[src/rtl/uart_tx_if.sv]
`default_nettype none
// ============================================================================
//  Module      : uart_tx_if
//  Description : Request/status bundle between a UART transmitter and its
//                client. The client (master) raises tx_start with a word on
//                data_in; the transmitter (slave) reports line state and
//                frame progress.
//  Revision    : 1.0 - initial release
// ============================================================================
interface uart_tx_if #(
    parameter int DBIT_WIDTH = 8
);
    logic                  tx_start;
    logic [DBIT_WIDTH-1:0] data_in;
    logic                  tx;
    logic                  tx_busy;
    logic                  tx_done_tick;

    modport master (
        output tx_start,
        output data_in,
        input  tx,
        input  tx_busy,
        input  tx_done_tick
    );

    modport slave (
        input  tx_start,
        input  data_in,
        output tx,
        output tx_busy,
        output tx_done_tick
    );
endinterface
`default_nettype wire

[src/rtl/uart_tx.sv]
`default_nettype none
// ============================================================================
//  Module      : uart_tx
//  Description : UART transmitter. Serialises one DBIT_WIDTH-bit word into an
//                LSB-first frame (start, data, optional parity, stop), each
//                bit held for SB_TICK baud ticks. All outputs are registered.
//  Revision    : 1.0 - initial release
// ============================================================================
module uart_tx #(
    parameter int DBIT_WIDTH = 8,
    parameter int SB_TICK    = 16,
    parameter int PARITY     = 0
) (
    input  wire       clk,
    input  wire       rst,
    input  wire       s_tick,
    uart_tx_if.slave  bus
);

    // Tick counter must hold SB_TICK-1 and is never narrower than 4 bits.
    localparam int c_SW = ($clog2(SB_TICK) > 4) ? $clog2(SB_TICK) : 4;
    localparam int c_BW = $clog2(DBIT_WIDTH) + 1;

    localparam logic [c_SW-1:0] c_TICK_LAST = c_SW'(SB_TICK - 1);
    localparam logic [c_BW-1:0] c_BIT_LAST  = c_BW'(DBIT_WIDTH - 1);

    // Unsupported PARITY values fall back to "no parity".
    localparam logic c_PAR_EN = (PARITY == 1) || (PARITY == 2);
    localparam logic c_ODD    = (PARITY == 2);

    localparam logic [2:0] c_IDLE  = 3'd0;
    localparam logic [2:0] c_START = 3'd1;
    localparam logic [2:0] c_DATA  = 3'd2;
    localparam logic [2:0] c_PAR   = 3'd3;
    localparam logic [2:0] c_STOP  = 3'd4;

    logic [2:0]            r_state;
    logic [c_SW-1:0]       r_s_reg;
    logic [c_BW-1:0]       r_n_reg;
    logic [DBIT_WIDTH-1:0] r_shift;
    logic                  r_par;
    logic                  r_tx;
    logic                  r_busy;
    logic                  r_done;

    logic                  w_tick_last;
    logic                  w_parity_in;
    logic [DBIT_WIDTH-1:0] w_shift_next;

    assign w_tick_last  = (r_s_reg == c_TICK_LAST);
    assign w_parity_in  = (^bus.data_in) ^ c_ODD;
    assign w_shift_next = r_shift >> 1;

    // Frame sequencer; tx is loaded with the next bit value at the same edge
    // the state advances, so the line changes one clock after the tick.
    always_ff @(posedge clk) begin
        if (!rst) begin
            r_state <= c_IDLE;
            r_s_reg <= '0;
            r_n_reg <= '0;
            r_shift <= '0;
            r_par   <= 1'b0;
            r_tx    <= 1'b1;
            r_busy  <= 1'b0;
            r_done  <= 1'b0;
        end else begin
            r_done <= 1'b0;
            case (r_state)
                c_IDLE: begin
                    r_tx <= 1'b1;
                    if (bus.tx_start) begin
                        r_shift <= bus.data_in;
                        r_par   <= w_parity_in;
                        r_s_reg <= '0;
                        r_n_reg <= '0;
                        r_tx    <= 1'b0;
                        r_busy  <= 1'b1;
                        r_state <= c_START;
                    end
                end
                c_START: begin
                    if (s_tick) begin
                        if (w_tick_last) begin
                            r_s_reg <= '0;
                            r_tx    <= r_shift[0];
                            r_state <= c_DATA;
                        end else begin
                            r_s_reg <= r_s_reg + c_SW'(1);
                        end
                    end
                end
                c_DATA: begin
                    if (s_tick) begin
                        if (w_tick_last) begin
                            r_s_reg <= '0;
                            r_shift <= w_shift_next;
                            if (r_n_reg == c_BIT_LAST) begin
                                if (c_PAR_EN) begin
                                    r_tx    <= r_par;
                                    r_state <= c_PAR;
                                end else begin
                                    r_tx    <= 1'b1;
                                    r_state <= c_STOP;
                                end
                            end else begin
                                r_n_reg <= r_n_reg + c_BW'(1);
                                r_tx    <= w_shift_next[0];
                            end
                        end else begin
                            r_s_reg <= r_s_reg + c_SW'(1);
                        end
                    end
                end
                c_PAR: begin
                    if (s_tick) begin
                        if (w_tick_last) begin
                            r_s_reg <= '0;
                            r_tx    <= 1'b1;
                            r_state <= c_STOP;
                        end else begin
                            r_s_reg <= r_s_reg + c_SW'(1);
                        end
                    end
                end
                c_STOP: begin
                    if (s_tick) begin
                        if (w_tick_last) begin
                            r_s_reg <= '0;
                            r_tx    <= 1'b1;
                            r_busy  <= 1'b0;
                            r_done  <= 1'b1;
                            r_state <= c_IDLE;
                        end else begin
                            r_s_reg <= r_s_reg + c_SW'(1);
                        end
                    end
                end
                default: begin
                    r_state <= c_IDLE;
                    r_s_reg <= '0;
                    r_n_reg <= '0;
                    r_tx    <= 1'b1;
                    r_busy  <= 1'b0;
                end
            endcase
        end
    end

    assign bus.tx           = r_tx;
    assign bus.tx_busy      = r_busy;
    assign bus.tx_done_tick = r_done;

endmodule
`default_nettype wire

[src/flat_wrapper.sv]
// flat-port wrapper written by rule: the top's interface ports become plain ports
module uart_tx_flat 
#(
    parameter int DBIT_WIDTH = 8,
    parameter int SB_TICK    = 16,
    parameter int PARITY     = 0
)
  (clk, rst, s_tick, bus_tx_start, bus_data_in, bus_tx, bus_tx_busy, bus_tx_done_tick);
  uart_tx_if #(.DBIT_WIDTH(DBIT_WIDTH)) bus_i ();
  input  wire clk;
  input  wire rst;
  input  wire s_tick;
  input wire logic [$bits(bus_i.tx_start)-1:0] bus_tx_start;
  input wire logic [$bits(bus_i.data_in)-1:0] bus_data_in;
  output wire logic [$bits(bus_i.tx)-1:0] bus_tx;
  output wire logic [$bits(bus_i.tx_busy)-1:0] bus_tx_busy;
  output wire logic [$bits(bus_i.tx_done_tick)-1:0] bus_tx_done_tick;
  assign bus_i.tx_start = bus_tx_start;
  assign bus_i.data_in = bus_data_in;
  assign bus_tx = bus_i.tx;
  assign bus_tx_busy = bus_i.tx_busy;
  assign bus_tx_done_tick = bus_i.tx_done_tick;
  uart_tx #(.DBIT_WIDTH(DBIT_WIDTH), .SB_TICK(SB_TICK), .PARITY(PARITY)) u_core (.clk(clk), .rst(rst), .s_tick(s_tick), .bus(bus_i));
endmodule
[config.mk]
export PLATFORM = sky130hd
export DESIGN_NAME = uart_tx_flat
export DESIGN_NICKNAME = d
export VERILOG_FILES = /design/src/rtl/uart_tx_if.sv /design/src/rtl/uart_tx.sv /design/src/flat_wrapper.sv
export SDC_FILE = /design/constraint.sdc
export NUM_CORES = 1
export LEC_CHECK = 0
export ABC_AREA = 1
export BUFFER_PORTS_ARGS = -buffer_cell sky130_fd_sc_hd__buf_2
export CORE_MARGIN = 3
export CORE_UTILIZATION = 40
export DETAILED_ROUTE_END_ITERATION = 8
export MAX_ROUTING_LAYER = met4
export PLACE_DENSITY = 0.58
export SYNTH_ARGS = -nofsm -noshare
export SYNTH_HDL_FRONTEND = slang
export SYNTH_SLANG_ARGS = --single-unit
[constraint.sdc]
create_clock -name clk -period 2.1 [get_ports clk]
set_clock_uncertainty 0.05 [all_clocks]
set_input_delay 0.21 -clock clk [delete_from_list [all_inputs] [get_ports clk]]
set_output_delay 0.21 -clock clk [all_outputs]
set_load 0.05 [all_outputs]
==> results.py, run 1 <==
metrics = {
    "outcome": {
        "status": "complete, no violations",
    },
    "grt": {
        "antenna_found_initial": 0,
        "gr-usage-all-layers_pct": 17.3,
        "grt_max_degree": 15,
        "grt_pass1_vias": 1098,
        "grt_pass1_wl_um": 4790,
        "grt_overflow": 0,
    },
    "cts": {
        "cts_made_buffers": 3,
        "cts_hold_buf": 0,
        "worstSkewPairLatency_ns": 0.30,
        "clkSinkCount": 22,
        "clock_path_buffers": 2,
        "post-cts-setup-buffers": 0,
        "htreeDepth": 1,
        "cts_tree": "built",
        "clockRootBuffer": "clkbuf_4",
        "cts_resized": 0,
        "path_clk_slew_ns": 0.12,
    },
    "floorplanning": {
        "die_w_um": 61.1,
        "rows": 19,
        "pin_count": 15,
        "core_sq_um": 2830,
        "start_util_pct": 42.9,
        "die-area_sq_um": 3730,
        "die_h_um": 61.1,
    },
    "timing": {
        "period_minus_slack_ns": 1.67,
        "finalSetupViolCount": 0,
        "hold_ws_ns": 0.121,
        "slew_headroom_pct": 80.2,
        "rsz0062_at_grt": "no",
        "worstMarginPinSlew_ns": 0.295,
        "fin_tns_setup_ns": 0,
        "hold_viol": 0,
        "final-max-slew-violation-count": 0,
        "fin_crit_sh_pct": 79.5,
        "fmaxAchievable_mhz": 599,
    },
    "worst_setup_path": {
        "required_ns": 2.25,
        "arrival_ns": 1.82,
        "start_kind": "flop",
        "critical_path_class": "reg2reg",
        "crit_path_max_fanout": 9,
        "endpoint_kind": "flop",
    },
    "power_and_ir_drop": {
        "power.density_nw_per_um2": 1300,
        "ir_drop_mv": 0.664,
        "leakage_nw": 0.620,
        "total_power_w": 0.00173,
    },
    "synth": {
        "yosysSeqAreaShare_pct": 36.3,
        "syn_inst": 187,
        "syn-num-nets": 201,
        "yosysWarningCount": 0,
        "synth-seq-cells": 22,
        "yosys-top-cells-area": "dfxtp_1, nand2_1, nor2_1",
        "yosys.area.top_type": "dfxtp_1",
        "syn-cell-area_sq_um": 1210,
        "synth_cell_types": 26,
        "synth_edf_count": 0,
        "synth-main-ff-cell": "dfxtp_1",
        "syn_area_per_cell_sq_um": 6.49,
        "synth-async-reset-ratio_pct": 0,
        "synth_top_cell_area_share_pct": 36.3,
    },
    "drt": {
        "drtIter0Drc": 59,
        "wire_per_inst_um": 11.9,
        "totalWireLength_um": 2770,
        "drt_first_pass_iters": 4,
        "via_per_inst": 5.07,
        "dr_total_vias": 1182,
        "antenna_left": 0,
        "drc": 0,
    },
    "placed_design": {
        "dp_hpwl_um": 2040,
        "portBuffers": 14,
        "placed_area_sq_um": 1320,
        "dpl.cell_count": 230,
        "place_congestion": 0.825,
    },
    "final_layout": {
        "largest_reg_flops": 8,
        "fin_nets": 218,
        "diodes": 0,
        "syn_to_final_growth_pct": 10.2,
        "final_cells": 233,
        "design_area_sq_um": 1340,
        "drive_gt1_share_pct": 16.8,
    },
    "min_path": {
        "hp-class": "in2reg",
    },
    "run": {
        "maxCapViolations": 0,
    },
}
## area by class of cell
cell class	count	area, sq um
Multi-Input combinational cell	147	702
Timing Repair Buffer	15	77.6
Sequential cell	22	440
Clock buffer	3	22.5
Tap cell	31	38.8
Fill cell	321	1490
Inverter	15	56.3
## stage by stage
stage	util, %	worst slack, ns
after global routing	47.3	0.252
after global placement	46.5	0.522
after floorplan	-	0.689
after CTS	47.3	0.437
after detailed placement	46.5	0.456
final	47.3	0.430
## synth_stat cells, types with 2 or more instances
master / instances
nor2_2: 3
inv_2: 3
a21oi_2: 2
nand2_2: 5
nand3b_1: 2
ha_1: 2
inv_1: 11
nand3_1: 14
nor2_1: 31
o21ai_1: 2
dfxtp_1: 22
nand4_1: 8
a21oi_1: 9
nand2_1: 59
o21ai_0: 3
## worst paths after layout
check | from | to | slack (ns) | cells past startpoint
worst max-delay path | u_core.r_s_reg[0] | u_core.r_shift[7] | 0.43 | 8
worst min-delay path | bus_tx_start | u_core.bus.tx_busy | 0.12 | 3
worst max register to register | u_core.r_s_reg[0] | u_core.r_shift[7] | 0.43 | 8
worst min register to register | u_core.bus.tx_busy | u_core.bus.tx_busy | 0.41 | 2
## per-layer routing
metal	global-route usage (%)	wire length [um]	vias up
li1	-	-	645
met1	23.8	1480	521
met2	26.1	1190	14
met3	2.52	84	2
met4	4.95	14	0
met5	-	0	-
## cells by family after synthesis
logic type	share of synthesized area (%)
buffers and inverters	5.88
adders and majority gates	2.06
xor gates and xnor gates	0.722
AOI/OAI and AO/OA	9.18
DFF	36.3
and+or+nand+nor	45.9
## cell usage in the layout (no fill, tap or decap)
master | synthesis | final
nand2_1 | 59 | 59
buf_2 | 0 | 14
nand3b_1 | 2 | 2
nor2_1 | 31 | 31
a21oi_4 | 1 | 1
o21ai_0 | 3 | 3
nand2_2 | 5 | 5
a21oi_1 | 9 | 9
nand3_1 | 14 | 14
a21oi_2 | 2 | 2
ha_1 | 2 | 2
clkbuf_4 | 0 | 3
inv_1 | 11 | 11
nand4_1 | 8 | 8
xor2_1 | 1 | 1
buf_4 | 1 | 1
o21ai_1 | 2 | 2
dfxtp_1 | 22 | 22
nand3b_2 | 1 | 1
clkinv_1 | 1 | 1
nor2_2 | 3 | 3
o211ai_1 | 1 | 1
inv_2 | 3 | 3
nor3b_1 | 1 | 1
nand3_2 | 1 | 1
nor3_1 | 1 | 1
## where the power goes
| group | switching [W] | leakage, nW | internal, W |
|---|---|---|---|
| sequential | 0.0000782 | 0.181 | 0.000527 |
| combinational | 0.000641 | 0.425 | 0.000296 |
| clock | 0.000124 | 0.0138 | 0.0000668 |
| total | 0.000843 | 0.620 | 0.000890 |
## worst max-delay path, stage by stage, from the launching register on
cell and delay, ns:
dfxtp_1 0.38, ha_1 0.19, nand2_1 0.07, nor2_1 0.25, nand2_2 0.13, a21oi_4 0.29, nand2_1 0.08, o21ai_1 0.08
nor2_1 0.05
Note: power is estimated with default switching activity, not from simulation.
==> run 2: changes to the inputs <==
==> constraint.sdc (replaced) <==
create_clock -name clk -period 1.65 [get_ports clk]
set_clock_uncertainty 0.05 [all_clocks]
set_input_delay 0.165 -clock clk [delete_from_list [all_inputs] [get_ports clk]]
set_output_delay 0.165 -clock clk [all_outputs]
set_load 0.05 [all_outputs]
==> results.py, run 2 (synthesis gave the netlist of run 1 again) <==
metrics = {
    "outcome": {
        "status": "complete, no violations",
    },
    "placed_design": {
        "dp_hpwl_um": 2040,
        "place_congestion": 0.836,
        "portBuffers": 14,
    },
    "cts": {
        "cts_tree": "built",
        "htreeDepth": 1,
        "cts_made_buffers": 3,
        "worstSkewPairLatency_ns": 0.31,
        "clockRootBuffer": "clkbuf_4",
        "clkSinkCount": 22,
        "clock_path_buffers": 2,
        "path_clk_slew_ns": 0.12,
        "cts_hold_buf": 0,
    },
    "timing": {
        "fin_crit_sh_pct": 91.0,
        "rsz0062_at_grt": "yes",
        "period_minus_slack_ns": 1.50,
        "slew_headroom_pct": 79.8,
        "fmaxAchievable_mhz": 666,
        "final-max-slew-violation-count": 0,
        "finalSetupViolCount": 0,
        "hold_ws_ns": 0.0703,
        "hold_viol": 0,
        "worstMarginPinSlew_ns": 0.301,
    },
    "final_layout": {
        "final_common_cell": "nand2_1",
        "drive_gt1_share_pct": 21.2,
        "fin_nets": 223,
        "final_core_util_pct": 50.0,
        "syn_to_final_growth_pct": 16.5,
        "multi_input_area_sq_um": 712,
        "regArea_sq_um": 443,
        "diodes": 0,
        "fillers": 297,
        "mostFrequentLayoutCells": "nand2_1, nor2_1, dfxtp_1",
        "largest_reg_flops": 8,
    },
    "worst_setup_path": {
        "endpoint_kind": "flop",
        "rr_startpoint": "u_core.r_s_reg[0]",
        "critical_path_class": "reg2reg",
        "crit_path_max_fanout": 4,
        "arrival_ns": 1.70,
        "rr_worst_depth": 8,
        "start_kind": "flop",
        "required_ns": 1.84,
        "r2r_end": "u_core.r_n_reg[3]",
        "ff2ff_setup_slack_ns": 0.15,
    },
    "grt": {
        "grt_max_degree": 14,
        "grt_pass1_vias": 1080,
        "grt_overflow": 0,
        "gr-usage-all-layers_pct": 17.0,
        "grt_pass1_wl_um": 4710,
        "antenna_found_initial": 0,
    },
    "drt": {
        "wire_per_inst_um": 11.4,
        "drt_first_pass_iters": 4,
        "via_per_inst": 5.05,
        "drtIter0Drc": 118,
        "dr_total_vias": 1208,
        "drc": 0,
        "totalWireLength_um": 2730,
        "antenna_left": 0,
    },
    "power_and_ir_drop": {
        "netSwitchingFraction_pct": 45.5,
        "total_power_w": 0.00237,
        "seqPwrFrac_pct": 32.7,
        "clkPwrFrac_pct": 12.8,
        "ir_drop_mv": 0.710,
        "internal-power_w": 0.00129,
        "leakage_nw": 0.655,
        "power.density_nw_per_um2": 1680,
        "net-switching-power_w": 0.00108,
        "combPwrFrac_pct": 54.5,
    },
    "floorplanning": {
        "rows": 19,
        "die_h_um": 61.1,
        "die-area_sq_um": 3730,
        "core_sq_um": 2830,
        "start_util_pct": 42.9,
        "die_w_um": 61.1,
        "pin_count": 15,
    },
    "min_path": {
        "hp-class": "in2reg",
        "worstHoldStart": "bus_tx_start",
        "holdPathStages": 3,
        "min_to": "u_core.bus.tx_busy",
    },
    "run": {
        "maxCapViolations": 0,
    },
}
==> run 2: through the flow <==
stage,cells,instance area (sq um),setup TNS (ns),setup WS (ns)
after floorplan,187,1210,0,0.239
after global placement,232,1330,0,0.0743
after detailed placement,232,1330,0,0.0133
after CTS,236,1370,0,0.0314
after global routing,239,1410,-0.0405,-0.0218
final,239,1410,0,0.148
==> run 2: worst max-delay path by stage <==
stage                      startpoint           endpoint  slack, ns  cells past startpoint
floorplan           u_core.r_s_reg[0]  u_core.r_shift[7]       0.24                      8
global route        u_core.r_s_reg[1]  u_core.r_n_reg[1]      -0.02                      9
detailed placement  u_core.r_s_reg[0]  u_core.r_shift[7]       0.01                      8
CTS                 u_core.r_s_reg[0]  u_core.r_shift[7]       0.03                      8
global placement    u_core.r_s_reg[0]  u_core.r_shift[7]       0.07                      8
finish              u_core.r_s_reg[0]  u_core.r_n_reg[3]       0.15                      8
==> run 2: metal layers <==
layer  vias to the layer above  global-route usage, %  part of all wire [%]
li1                        649                      -                     -
met1                       531                   23.6                    49
met2                        23                   25.5                    45
met3                         5                   2.52                   3.8
met4                         0                   4.95                   1.5
met5                         -                      -                     0
==> run 2: layout make-up <==
class                           count  area share [%]
Clock buffer                        4            2.57
Inverter                           15            3.98
Multi-Input combinational cell    147            50.4
Sequential cell                    22            31.3
Tap cell                           31            2.74
Timing Repair Buffer               20            9.03
==> run 2: critical path, cell delays in order (launching register included) <==
cell and delay [ns]:
dfxtp_1 0.38, ha_1 0.20, nand2_1 0.10, nor2_4 0.13, nor2_1 0.07, nor2_2 0.15
buf_4 0.15, nand3_1 0.06, a21oi_1 0.15
==> run 2: timing repair <==
item / 4_1_cts / 5_1_grt
gates resized for setup: 1 / 4
pin swaps: 1 / 2
endpoints found under the setup margin: 1 / 14
setup buffers: 0 / 3
==> run 2: power groups by stage <==
| stage | registers [W] | logic (W) | clock network [W] |
|---|---|---|---|
| CTS | 0.000770 | 0.00118 | 0.000316 |
| global placement | 0.000777 | 0.00117 | 0 |
| floorplan | 0.000829 | 0.000879 | 0 |
| finish | 0.000775 | 0.00129 | 0.000303 |
| global route | 0.000789 | 0.00149 | 0.000341 |
| detailed placement | 0.000782 | 0.00118 | 0 |
==> run 3: changes to the inputs <==
--- a/config.mk
+++ b/config.mk
@@ -12,6 +12,7 @@
 export DETAILED_ROUTE_END_ITERATION = 8
 export MAX_ROUTING_LAYER = met4
 export PLACE_DENSITY = 0.58
+export REMOVE_ABC_BUFFERS = 1
 export SYNTH_ARGS = -nofsm -noshare
 export SYNTH_HDL_FRONTEND = slang
 export SYNTH_SLANG_ARGS = --single-unit
==> results.py, run 3 (synthesis gave the netlist of run 1 again) <==
metrics = {
    "outcome": {
        "status": "complete, no violations",
    },
    "drt": {
        "totalWireLength_um": 2830,
        "wire_per_inst_um": 11.9,
        "drc": 0,
        "antenna_left": 0,
        "drt_first_pass_iters": 6,
        "via_per_inst": 5.14,
        "drtIter0Drc": 99,
        "dr_total_vias": 1218,
    },
    "worst_setup_path": {
        "endpoint_kind": "flop",
        "start_kind": "flop",
        "crit_path_max_fanout": 11,
        "arrival_ns": 1.72,
        "required_ns": 1.81,
        "critical_path_class": "reg2reg",
    },
    "power_and_ir_drop": {
        "leakage_nw": 0.638,
        "power.density_nw_per_um2": 1650,
        "ir_drop_mv": 0.783,
        "total_power_w": 0.00231,
    },
    "cts": {
        "cts_tree": "built",
        "post-cts-setup-buffers": 0,
        "htreeDepth": 1,
        "clockRootBuffer": "clkbuf_4",
        "path_clk_slew_ns": 0.13,
        "clkSinkCount": 22,
        "worstSkewPairLatency_ns": 0.31,
        "cts_made_buffers": 3,
        "clock_path_buffers": 2,
    },
    "placed_design": {
        "pre_cts_ws_ns": 0.0154,
        "place_congestion": 0.850,
        "portBuffers": 14,
        "dp_hpwl_um": 2060,
    },
    "final_layout": {
        "syn_to_final_growth_pct": 15.3,
        "fin_nets": 221,
        "drive_gt1_share_pct": 21.8,
        "final_core_util_pct": 49.4,
        "mostFrequentLayoutCells": "nand2_1, nor2_1, dfxtp_1",
        "fillers": 297,
        "largest_reg_flops": 8,
        "final_common_cell": "nand2_1",
        "diodes": 0,
    },
    "floorplanning": {
        "die_w_um": 61.1,
        "die_h_um": 61.1,
        "core_sq_um": 2830,
        "rows": 19,
        "die-area_sq_um": 3730,
        "pin_count": 15,
        "start_util_pct": 42.9,
    },
    "timing": {
        "rsz0062_at_grt": "yes",
        "fin_crit_sh_pct": 94.5,
        "slew_headroom_pct": 79.1,
        "fmaxAchievable_mhz": 642,
        "period_minus_slack_ns": 1.56,
        "layout_setup_ws_ns": 0.0913,
        "final-max-slew-violation-count": 0,
        "hold_viol": 0,
        "worstMarginPinSlew_ns": 0.312,
        "finalSetupViolCount": 0,
    },
    "grt": {
        "grt_overflow": 0,
        "grt_pass1_wl_um": 4670,
        "gr-usage-all-layers_pct": 17.0,
        "grt_pass1_vias": 1108,
        "antenna_found_initial": 0,
        "grt_max_degree": 14,
    },
    "min_path": {
        "hp-class": "in2reg",
    },
    "run": {
        "maxCapViolations": 0,
    },
}
[run 3: repair_timing]
action / in CTS / in global routing
endpoints found under the setup margin: 0 / 16
hold buffers: 0 / 0
gates resized for setup: 0 / 9
[run 3: cell type report]
class                           count  area, sq um  area share [%]
Inverter                           15         56.3            4.03
Timing Repair Buffer               17         92.6            6.62
Multi-Input combinational cell    148          731            52.2
Clock buffer                        4         36.3            2.59
Tap cell                           31         38.8            2.77
Sequential cell                    22          444            31.8
[run 3: worst max-delay path, stage by stage, from the launching register on]
cell	delay (ns)
dfxtp_1	0.39
inv_1	0.14
nand3_2	0.11
inv_2	0.20
nand2_2	0.14
a21oi_4	0.25
nand2_1	0.07
o21ai_1	0.07
nor2_1	0.05
[run 3: routing by layer]
metal	global-route usage, %	part of all wire (%)
met1	21.1	49
met2	26.4	47
met3	4.82	3.4
met4	5.88	0.60
met5	-	0
[run 3: path summary, 6_finish.rpt]
kind / to / depth (start not counted) / slack [ns] / startpoint
hold / removal: u_core.bus.tx_busy / 3 / 0.08 / bus_tx_start
setup reg to reg: u_core.r_shift[7] / 8 / 0.09 / u_core.r_state[0]
setup / recovery: u_core.r_shift[7] / 8 / 0.09 / u_core.r_state[0]
hold reg to reg: u_core.bus.tx_busy / 2 / 0.43 / u_core.bus.tx_busy
[run 3: report_power, final]
| group | switching [W] | total (W) | internal, W | leakage (nW) |
|---|---|---|---|---|
| combinational | 0.000819 | 0.00122 | 0.000402 | 0.435 |
| clock | 0.000171 | 0.000306 | 0.000135 | 0.0210 |
| sequential | 0.000107 | 0.000782 | 0.000675 | 0.182 |
| total | 0.00110 | 0.00231 | 0.00121 | 0.638 |
[run 3: through the flow]
| stage | TNS [ns] | hold WS [ns] | area (sq um) | instances |
|---|---|---|---|---|
| floorplan | 0 | 0.199 | 1200 | 184 |
| global route | -0.0253 | 0.0821 | 1400 | 237 |
| detailed placement | 0 | 0.416 | 1330 | 232 |
| global placement | 0 | 0.395 | 1330 | 232 |
| finish | 0 | 0.0825 | 1400 | 237 |
| CTS | 0 | 0.0727 | 1370 | 236 |
